### src/rtl/mcu_pkg.sv
// Shared encodings for the multi-cycle control unit: states, ALU ops, opcodes and mux selects.
package mcu_pkg;

    typedef enum logic [2:0] {
        S_FETCH  = 3'd0,
        S_DECODE = 3'd1,
        S_EXEC   = 3'd2,
        S_MEM    = 3'd3,
        S_WB     = 3'd4
    } state_t;

    localparam logic [4:0] ALU_ADD  = 5'd0;
    localparam logic [4:0] ALU_SUB  = 5'd1;
    localparam logic [4:0] ALU_OR   = 5'd2;
    localparam logic [4:0] ALU_LUI  = 5'd3;
    localparam logic [4:0] ALU_PASS = 5'd4;
    localparam logic [4:0] ALU_SLL  = 5'd5;

    localparam logic [5:0] OP_RTYPE = 6'b000000;
    localparam logic [5:0] OP_ORI   = 6'b001101;
    localparam logic [5:0] OP_LUI   = 6'b001111;
    localparam logic [5:0] OP_LW    = 6'b100011;
    localparam logic [5:0] OP_SW    = 6'b101011;
    localparam logic [5:0] OP_BEQ   = 6'b000100;
    localparam logic [5:0] OP_J     = 6'b000010;
    localparam logic [5:0] OP_JAL   = 6'b000011;

    localparam logic [5:0] FN_ADDU = 6'b100001;
    localparam logic [5:0] FN_SUBU = 6'b100011;
    localparam logic [5:0] FN_SLL  = 6'b000000;
    localparam logic [5:0] FN_JR   = 6'b001000;

    localparam logic [1:0] RD_RT = 2'd0;
    localparam logic [1:0] RD_RD = 2'd1;
    localparam logic [1:0] RD_RA = 2'd2;

    localparam logic [1:0] WD_ALU = 2'd0;
    localparam logic [1:0] WD_MEM = 2'd1;
    localparam logic [1:0] WD_PC  = 2'd2;

    localparam logic [1:0] NPC_SEQ = 2'd0;
    localparam logic [1:0] NPC_BR  = 2'd1;
    localparam logic [1:0] NPC_JMP = 2'd2;
    localparam logic [1:0] NPC_RS  = 2'd3;

    // One-hot instruction class; exactly one bit is set for any instr.
    typedef struct packed {
        logic alu_r;
        logic alu_i;
        logic lw;
        logic sw;
        logic beq;
        logic j;
        logic jal;
        logic jr;
        logic ill;
    } cls_t;

endpackage

### src/rtl/mcu_decode.sv
// Combinational instruction decode: class plus the static EXEC selects.
// sll support is compiled in only when MCU_SLL_EN is defined.
module mcu_decode import mcu_pkg::*; (
    input  logic [5:0] i_op,
    input  logic [5:0] i_funct,
    output cls_t       o_cls,
    output logic [4:0] o_aluop,
    output logic       o_alusrc_a,
    output logic       o_alusrc_b,
    output logic       o_ext_op
);

    always_comb begin
        o_cls      = '0;
        o_aluop    = ALU_ADD;
        o_alusrc_a = 1'b0;
        o_alusrc_b = 1'b0;
        o_ext_op   = 1'b0;
        case (i_op)
            OP_RTYPE: begin
                case (i_funct)
                    FN_ADDU: o_cls.alu_r = 1'b1;
                    FN_SUBU: begin
                        o_cls.alu_r = 1'b1;
                        o_aluop     = ALU_SUB;
                    end
                    FN_JR:   o_cls.jr = 1'b1;
`ifdef MCU_SLL_EN
                    FN_SLL: begin
                        o_cls.alu_r = 1'b1;
                        o_aluop     = ALU_SLL;
                        o_alusrc_a  = 1'b1;
                    end
`endif
                    default: o_cls.ill = 1'b1;
                endcase
            end
            OP_ORI: begin
                o_cls.alu_i = 1'b1;
                o_aluop     = ALU_OR;
                o_alusrc_b  = 1'b1;
            end
            OP_LUI: begin
                o_cls.alu_i = 1'b1;
                o_aluop     = ALU_LUI;
                o_alusrc_b  = 1'b1;
            end
            OP_LW: begin
                o_cls.lw   = 1'b1;
                o_alusrc_b = 1'b1;
                o_ext_op   = 1'b1;
            end
            OP_SW: begin
                o_cls.sw   = 1'b1;
                o_alusrc_b = 1'b1;
                o_ext_op   = 1'b1;
            end
            OP_BEQ: begin
                o_cls.beq = 1'b1;
                o_aluop   = ALU_SUB;
            end
            OP_J:    o_cls.j   = 1'b1;
            OP_JAL:  o_cls.jal = 1'b1;
            default: o_cls.ill = 1'b1;
        endcase
    end

endmodule

### src/rtl/mcu_ctrl.sv
// Multi-cycle CPU control unit: FETCH/DECODE/EXEC/MEM/WB sequencer and retired-instruction counter.
// Define MCU_SLL_EN to decode sll; otherwise funct 000000 is an unknown instruction.
module mcu_ctrl import mcu_pkg::*; #(
    parameter int unsigned CNT_W = 32
) (
    input  logic             clk,
    input  logic             reset,
    input  logic [31:0]      instr,
    input  logic             zero,
    input  logic             mem_ready,
    output logic             ir_we,
    output logic             pc_we,
    output logic             rf_we,
    output logic             dm_we,
    output logic [4:0]       aluop,
    output logic             alusrc_b,
    output logic             alusrc_a,
    output logic             ext_op,
    output logic [1:0]       regdst,
    output logic [1:0]       wd_sel,
    output logic [1:0]       npc_sel,
    output logic [2:0]       state,
    output logic [CNT_W-1:0] instr_cnt
);

    state_t           r_state;
    state_t           w_next;
    logic [CNT_W-1:0] r_cnt;
    logic             w_last;
    cls_t             w_cls;
    logic [4:0]       w_aluop;
    logic             w_alusrc_a;
    logic             w_alusrc_b;
    logic             w_ext_op;
    logic             w_unused_instr;

    // Register fields are consumed by the datapath, not by control.
    assign w_unused_instr = ^instr[25:6];

    mcu_decode u_decode (
        .i_op       (instr[31:26]),
        .i_funct    (instr[5:0]),
        .o_cls      (w_cls),
        .o_aluop    (w_aluop),
        .o_alusrc_a (w_alusrc_a),
        .o_alusrc_b (w_alusrc_b),
        .o_ext_op   (w_ext_op)
    );

    always_comb begin
        w_next   = r_state;
        ir_we    = 1'b0;
        pc_we    = 1'b0;
        rf_we    = 1'b0;
        dm_we    = 1'b0;
        aluop    = ALU_ADD;
        alusrc_a = 1'b0;
        alusrc_b = 1'b0;
        ext_op   = 1'b0;
        regdst   = RD_RT;
        wd_sel   = WD_ALU;
        npc_sel  = NPC_SEQ;
        unique case (r_state)
            S_FETCH: begin
                ir_we = mem_ready;
                pc_we = mem_ready;
                if (mem_ready) w_next = S_DECODE;
            end
            S_DECODE: begin
                if (w_cls.j || w_cls.jal) begin
                    pc_we   = 1'b1;
                    npc_sel = NPC_JMP;
                end
                if (w_cls.jal) begin
                    rf_we  = 1'b1;
                    regdst = RD_RA;
                    wd_sel = WD_PC;
                end
                if (w_cls.jr) begin
                    pc_we   = 1'b1;
                    npc_sel = NPC_RS;
                end
                if (w_cls.j || w_cls.jal || w_cls.jr || w_cls.ill) w_next = S_FETCH;
                else                                                w_next = S_EXEC;
            end
            S_EXEC: begin
                aluop    = w_aluop;
                alusrc_a = w_alusrc_a;
                alusrc_b = w_alusrc_b;
                ext_op   = w_ext_op;
                if (w_cls.beq) begin
                    pc_we   = zero;
                    npc_sel = NPC_BR;
                end
                if (w_cls.lw || w_cls.sw)          w_next = S_MEM;
                else if (w_cls.alu_r || w_cls.alu_i) w_next = S_WB;
                else                               w_next = S_FETCH;
            end
            S_MEM: begin
                dm_we = w_cls.sw && mem_ready;
                if (mem_ready) w_next = w_cls.lw ? S_WB : S_FETCH;
            end
            S_WB: begin
                rf_we  = 1'b1;
                regdst = w_cls.alu_r ? RD_RD : RD_RT;
                wd_sel = w_cls.lw ? WD_MEM : WD_ALU;
                w_next = S_FETCH;
            end
            default: w_next = S_FETCH;
        endcase
        // Reset silences every enable and select, even mid-instruction.
        if (reset) begin
            ir_we    = 1'b0;
            pc_we    = 1'b0;
            rf_we    = 1'b0;
            dm_we    = 1'b0;
            aluop    = ALU_ADD;
            alusrc_a = 1'b0;
            alusrc_b = 1'b0;
            ext_op   = 1'b0;
            regdst   = RD_RT;
            wd_sel   = WD_ALU;
            npc_sel  = NPC_SEQ;
        end
    end

    assign w_last = (r_state != S_FETCH) && (w_next == S_FETCH);

    always_ff @(posedge clk) begin
        if (reset) begin
            r_state <= S_FETCH;
            r_cnt   <= '0;
        end else begin
            r_state <= w_next;
            if (w_last) r_cnt <= r_cnt + 1'b1;
        end
    end

    assign state     = r_state;
    assign instr_cnt = r_cnt;

endmodule

### config.mk
export PLATFORM = sky130hd
export DESIGN_NAME = mcu_ctrl
export DESIGN_NICKNAME = d
export VERILOG_FILES = /design/src/rtl/mcu_pkg.sv /design/src/rtl/mcu_decode.sv /design/src/rtl/mcu_ctrl.sv
export SDC_FILE = /design/constraint.sdc
export NUM_CORES = 1
export LEC_CHECK = 0
export ABC_AREA = 0
export CAP_MARGIN = 20
export CORE_ASPECT_RATIO = 1.2
export CORE_MARGIN = 3
export CORE_UTILIZATION = 28
export DETAILED_ROUTE_END_ITERATION = 12
export GPL_TIMING_DRIVEN = 0
export PLACE_DENSITY = 0.6
export SLEW_MARGIN = 20
export SYNTH_ARGS = -nofsm -noshare
export SYNTH_HDL_FRONTEND = slang
export SYNTH_SLANG_ARGS = --single-unit
### constraint.sdc
create_clock -name clk -period 6.65 [get_ports clk]
set_input_delay 1.33 -clock clk [delete_from_list [all_inputs] [get_ports clk]]
set_output_delay 1.33 -clock clk [all_outputs]
set_load 0.02 [all_outputs]
==> results of run 1 <==
## state kept, by name, summed over array words and instances (netlist names)
name / count
instr_cnt: 32
state: 3
## Yosys cell counts (3+ instances only)
| library cell | number | share of area |
|---|---|---|
| nand2_1 | 19 | 0.033 |
| nor4_1 | 3 | 0.0086 |
| nand2b_1 | 3 | 0.0086 |
| buf_2 | 3 | 0.0069 |
| buf_4 | 5 | 0.017 |
| o21ai_0 | 17 | 0.039 |
| nand3_1 | 21 | 0.048 |
| or3_1 | 19 | 0.055 |
| o31ai_1 | 9 | 0.031 |
| o21a_1 | 5 | 0.017 |
| nor2b_1 | 5 | 0.014 |
| and3_1 | 8 | 0.023 |
| nor2_1 | 20 | 0.035 |
| nand4_1 | 7 | 0.020 |
| a21oi_1 | 34 | 0.078 |
| dfxtp_1 | 35 | 0.32 |
| clkbuf_1 | 9 | 0.016 |
| or2_2 | 3 | 0.0086 |
| or4_1 | 9 | 0.031 |
| nor3_1 | 5 | 0.012 |
| and4_1 | 3 | 0.012 |
| and2_1 | 6 | 0.017 |
## worst min-delay path by stage
stage / start / endpoint / slack [ns]
floorplan: instr_cnt[27]$_SDFFE_PP0P_ / instr_cnt[27]$_SDFFE_PP0P_ / 0.56
global placement: instr_cnt[4]$_SDFFE_PP0P_ / instr_cnt[4]$_SDFFE_PP0P_ / 0.48
detailed placement: instr_cnt[18]$_SDFFE_PP0P_ / instr_cnt[18]$_SDFFE_PP0P_ / 0.48
CTS: instr_cnt[18]$_SDFFE_PP0P_ / instr_cnt[18]$_SDFFE_PP0P_ / 0.50
global route: instr_cnt[18]$_SDFFE_PP0P_ / instr_cnt[18]$_SDFFE_PP0P_ / 0.52
finish: instr_cnt[18]$_SDFFE_PP0P_ / instr_cnt[18]$_SDFFE_PP0P_ / 0.49
## area by class of cell
cell class | count | area (sq um) | area share
Sequential cell | 35 | 701 | 0.229
Tap cell | 90 | 113 | 0.0368
Clock buffer | 6 | 82.6 | 0.0270
Inverter | 2 | 7.51 | 0.00246
Timing Repair Buffer | 64 | 641 | 0.210
Multi-Input combinational cell | 228 | 1370 | 0.449
Clock inverter | 2 | 35.0 | 0.0115
Buffer | 20 | 105 | 0.0344
## cells in the final DEF, fill, tap and decap left out, drive strengths merged, types with 11 or more instances in the layout
cell type and instances:
clkdlybuf4s50 64, dfxtp 35, a21oi 34, nand3 21, nor2 20, nand2 19
or3 19, o21ai 17, clkbuf 15, buf 11
## per-layer routing
layer | vias to the layer above | part of all wire | GRT usage
met5 | - | 0 | 0
met4 | 0 | 0.012 | 0.0396
met3 | 12 | 0.070 | 0.0296
met2 | 88 | 0.49 | 0.270
met1 | 1114 | 0.43 | 0.191
li1 | 1205 | - | -
## cell families (layout without fill, tap and decap cells)
logic type	count (synthesis)	after routing
other	1	4
AOI/OAI and AO/OA	78	78
xor gates and xnor gates	1	1
DFF	35	35
buffers and inverters	22	94
adders and majority gates	1	1
and+or+nand+nor	142	142
muxes	2	2
## report_power, final
group	switching (mW)	total (mW)	internal [mW]
sequential	0.00205	0.213	0.211
combinational	0.0314	0.0543	0.0229
clock	0.0817	0.203	0.121
total	0.115	0.470	0.355
## metrics by stage
stage	utilization	setup slack [ns]	power, mW	std cells	area, sq um
5_1_grt	0.413	0.729	0.488	447	3060
6_report	0.413	0.900	0.470	447	3060
4_1_cts	0.413	0.879	0.477	447	3060
2_1_floorplan	-	1.93	0.247	285	2190
3_3_place_gp	0.397	0.868	0.272	439	2940
3_5_place_dp	0.397	0.888	0.272	439	2940
## critical path, cell delays in order
cell and delay [ns]:
clkdlybuf4s50_1 0.50, or3_1 0.42, or4_4 0.48, nor4_1 0.44, nor2_1 0.14, a211o_1 0.31, a21boi_0 0.17, clkdlybuf4s50_1 0.63
==> impl_metrics.tcl, run 1 <==
set metrics [dict create \
    status "finished, final reports clean" \
    synthAdderAreaFrac 0.00575 \
    r2r-end "instr_cnt[1]$_SDFFE_PP0P_" \
    grt_pass1_wl_um 11000 \
    crit_type "input port to output port" \
    drtPass1Iterations 4 \
    start_util 0.294 \
    post-cts-setup-buffers 0 \
    place_hpwl_um 5050 \
    crit_start "instr[26]" \
    hold_path_depth 2 \
    rr_worst_depth 8 \
    wl_um 6800 \
    cts_buffers 5 \
    n_antenna_cell 0 \
    drive_gt1_frac 0.0756 \
    ys_async_sr_fraction 0 \
    synth_cells 282 \
    rsz0062_at_grt "false" \
    fmax_ghz 0.174 \
    synth_ff_type "dfxtp_1" \
    synth_warnings 0 \
    ios 89 \
    cts_hold_buf 0 \
    pwr_density_cell_nw_per_um2 154 \
    htree_levels 2 \
    synth_edf_count 0 \
    r2r_setup_slack_ns 3.99 \
    clkTransAtPathRegs_ns 0.08 \
    grt_max_degree 12 \
    grt_pass1_vias 2231 \
    worst_hold_path_type "flop to flop" \
    end_kind "output port" \
    synth_top_family_by_area "simple AND/OR/NAND/NOR gates" \
    synth-seq-cells 35 \
    fin_skew_ns 0.00904 \
    clockBufferDepth 2 \
    syn_avg_cell_area_sq_um 7.71 \
    cts.sinks 35 \
    max_cap_viol_count 0 \
    period_needed_ns 5.75 \
    rows 34 \
    cts_tree "built" \
    fin_nets 393 \
    max_slew_margin 0.622 \
    cts_root_buf "clkbuf_8" \
    portBuffers 64 \
    vias 2419 \
    cp-endpoint "pc_we" \
    fp.dieArea_sq_um 8860 \
    min_period_over_period 0.865 \
    setup_viol 0 \
    gp_congestion 0.794 \
    worst_hold_slack_ns 0.494 \
    cp_max_fo 5 \
    total_leakage_power_nw 0.989 \
    synthesis.area_sq_um 2170 \
    arrival_ns 4.42 \
    final.setup.tns_ns 0 \
    synth_cell_types 52 \
    dieWidth_um 86.5 \
    grtUsageTotal 0.153 \
    seq_area_frac_synth 0.322 \
    viasPerCell 5.41 \
    coreArea_sq_um 7400 \
    insertion_delay_ns 0.29 \
    nFillCells 762 \
    cts_resized 0 \
    tightest_slew_ns 0.567 \
    drt_iter0_drc 107 \
    antenna_left 0 \
    hold_violations 0 \
    yosys.area_share.simple 0.371 \
    start_kind "input port" \
    peakVddDrop_v 0.0000936 \
    grt_overflow 0 \
    drc 0 \
    muxShareOfSynthArea 0.00978 \
    rr_startpoint "state[1]$_SDFF_PP0_" \
    dieHeight_um 103 \
    synth-xor-area-share 0.00403 \
    antenna_found_initial 0 \
    maxSlewViolCount 0 \
    area_delta_synth_final_pct 40.6 \
    required_ns 5.32 \
    synth_compound_area_frac 0.234 \
    wl_per_cell_um 15.2 \
]
No activity file was read; power rests on OpenSTA's default activity.
==> run 2, diff against run 1 <==
--- a/config.mk
+++ b/config.mk
@@ -10,10 +10,11 @@
 export CORE_ASPECT_RATIO = 1.2
 export CORE_MARGIN = 3
 export CORE_UTILIZATION = 28
+export CTS_CLUSTER_DIAMETER = 30
 export DETAILED_ROUTE_END_ITERATION = 12
 export GPL_TIMING_DRIVEN = 0
 export PLACE_DENSITY = 0.6
-export SLEW_MARGIN = 20
+export SLEW_MARGIN = 25
 export SYNTH_ARGS = -nofsm -noshare
 export SYNTH_HDL_FRONTEND = slang
 export SYNTH_SLANG_ARGS = --single-unit
==> results of run 2 <==
Final layout, timing and power as in run 1 (identical DEF).
==> run 3, diff against run 2 <==
--- a/config.mk
+++ b/config.mk
@@ -9,11 +9,12 @@
 export CAP_MARGIN = 20
 export CORE_ASPECT_RATIO = 1.2
 export CORE_MARGIN = 3
-export CORE_UTILIZATION = 28
+export CORE_UTILIZATION = 30
+export CTS_BUF_LIST = sky130_fd_sc_hd__clkbuf_8
 export CTS_CLUSTER_DIAMETER = 30
 export DETAILED_ROUTE_END_ITERATION = 12
 export GPL_TIMING_DRIVEN = 0
-export PLACE_DENSITY = 0.6
+export PLACE_DENSITY = 0.63
 export SLEW_MARGIN = 25
 export SYNTH_ARGS = -nofsm -noshare
 export SYNTH_HDL_FRONTEND = slang
==> run 3 against run 2 <==
Effect of this change:
- sequential share of layout area increased by 0.26 points
- clock power decreased by 23%
- total power decreased by 10%
- critical path type unchanged
- clock-buffer cell count unchanged
- highest routed layer unchanged
- setup slack improved by 0.086 ns
- wire length decreased by 4.2%
- first-iteration DRC count decreased by 9.3%
- critical path depth unchanged
==> impl_metrics.tcl, run 3 (synthesis results as in run 1) <==
set metrics [dict create \
    status "finished, final reports clean" \
    largest_reg_flops 32 \
    rr_startpoint "state[1]$_SDFF_PP0_" \
    insertion_delay_ns 0.28 \
    drc 0 \
    drive_gt1_frac 0.0730 \
    hold_path_end "instr_cnt[18]$_SDFFE_PP0P_" \
    max_cap_viol_count 0 \
    wl_per_cell_um 14.7 \
    cts_root_buf "clkbuf_8" \
    final_util 0.436 \
    arrival_ns 4.33 \
    grtUsageTotal 0.156 \
    cp_max_fo 5 \
    worst_hold_path_type "flop to flop" \
    coreArea_sq_um 6940 \
    rows 33 \
    clkTransAtPathRegs_ns 0.07 \
    grt_pass1_vias 2222 \
    layout_setup_ws_ns 0.985 \
    end_kind "output port" \
    n_antenna_cell 0 \
    dieWidth_um 83.7 \
    layout_commonest_cell "clkdlybuf4s50_1" \
    ios 89 \
    instances_no_fill 443 \
    maxSlewViolCount 0 \
    start_kind "input port" \
    cp_cell_sequence "clkdlybuf4s50_1 > or3_1 > or4_4 > nor4_1 > nor2_1 > a211o_1 > a21boi_0 > clkdlybuf4s50_1" \
    fp.dieArea_sq_um 8310 \
    viasPerCell 5.47 \
    r2r-end "instr_cnt[1]$_SDFFE_PP0P_" \
    max_stage_delay_ns 0.64 \
    max_slew_margin 0.632 \
    final_cell_area_sq_um 3020 \
    worst_hold_slack_ns 0.488 \
    multiInputGateArea_sq_um 1370 \
    cts_resized 0 \
    r2r_setup_slack_ns 3.99 \
    final_cell_mix "clkdlybuf4s50_1 (64), dfxtp_1 (35), a21oi_1 (34)" \
    post-cts-setup-buffers 0 \
    period_needed_ns 5.66 \
    min_period_over_period 0.852 \
    antenna_left 0 \
    drt_iter0_drc 97 \
    grt_pass1_wl_um 10900 \
    peakVddDrop_v 0.000135 \
    cts_tree "built" \
    power_uw 423 \
    cts.sinks 35 \
    crit_path_top_delay_cell "clkdlybuf4s50_1" \
    place_hpwl_um 4940 \
    crit_type "input port to output port" \
    cts_hold_buf 0 \
    gp_congestion 0.801 \
    tightest_slew_ns 0.552 \
    pre_cts_ws_ns 0.980 \
    area_delta_synth_final_pct 39.0 \
    antenna_found_initial 0 \
    htree_levels 2 \
    nFillCells 735 \
    fmax_ghz 0.177 \
    final.setup.tns_ns 0 \
    wl_um 6510 \
    hold_path_depth 2 \
    cts_buffers 5 \
    fin_skew_ns 0.00749 \
    rsz0062_at_grt "false" \
    portBuffers 64 \
    fin_nets 393 \
    seq_area_sq_um 701 \
    clockBufferDepth 2 \
    grt_overflow 0 \
    drtPass1Iterations 4 \
    pwr_density_cell_nw_per_um2 140 \
    total_leakage_power_nw 0.975 \
    vias 2423 \
    grt_max_degree 11 \
    rr_worst_depth 8 \
    crit_top_cell "clkdlybuf4s50_1" \
    hold_start "instr_cnt[18]$_SDFFE_PP0P_" \
    place_inst 436 \
    required_ns 5.32 \
    setup_viol 0 \
    post_dp_cell_area_sq_um 2940 \
    start_util 0.313 \
    hold_violations 0 \
    dieHeight_um 99.3 \
]
run 3: cell count changes in the layout (fill, tap and decap cells not counted):
cell,delta
bufinv_16,-1
run 3: cell type report:
class / instances / share of cell area
inverter: 2 / 0.00248
multi-input combinational: 228 / 0.454
sequential: 35 / 0.232
tap: 87 / 0.0360
buffer: 20 / 0.0348
clock inverter: 1 / 0.00166
clock buffer: 6 / 0.0273
timing repair buffer: 64 / 0.212
run 3: power breakdown:
group	leakage (nW)	internal (mW)	switching, mW
clock	0.0470	0.0813	0.0749
sequential	0.282	0.211	0.00208
combinational	0.646	0.0228	0.0309
total	0.975	0.315	0.108
run 3: critical path: cells and delay by family:
kind | cells | cell delay [ns]
buffers and inverters | 2 | 1.14
AO/OA/AOI/OAI | 2 | 0.47
AND/OR/NAND/NOR | 4 | 1.39
run 3: worst max path at each step:
stage | start | to | slack, ns | cells past startpoint
after floorplan | instr[27] | pc_we | 1.93 | 6
after detailed placement | instr[26] | pc_we | 0.98 | 8
after global routing | instr[26] | pc_we | 0.90 | 8
after CTS | instr[26] | pc_we | 0.96 | 8
after global placement | instr[26] | pc_we | 0.94 | 8
final | instr[26] | pc_we | 0.99 | 8
run 3: layer usage:
metal | GRT usage | vias to the layer above | share of wire
li1 | - | 1214 | -
met3 | 0.0315 | 10 | 0.053
met5 | 0 | - | 0
met1 | 0.199 | 1134 | 0.44
met4 | 0.0458 | 0 | 0.015
met2 | 0.265 | 65 | 0.49
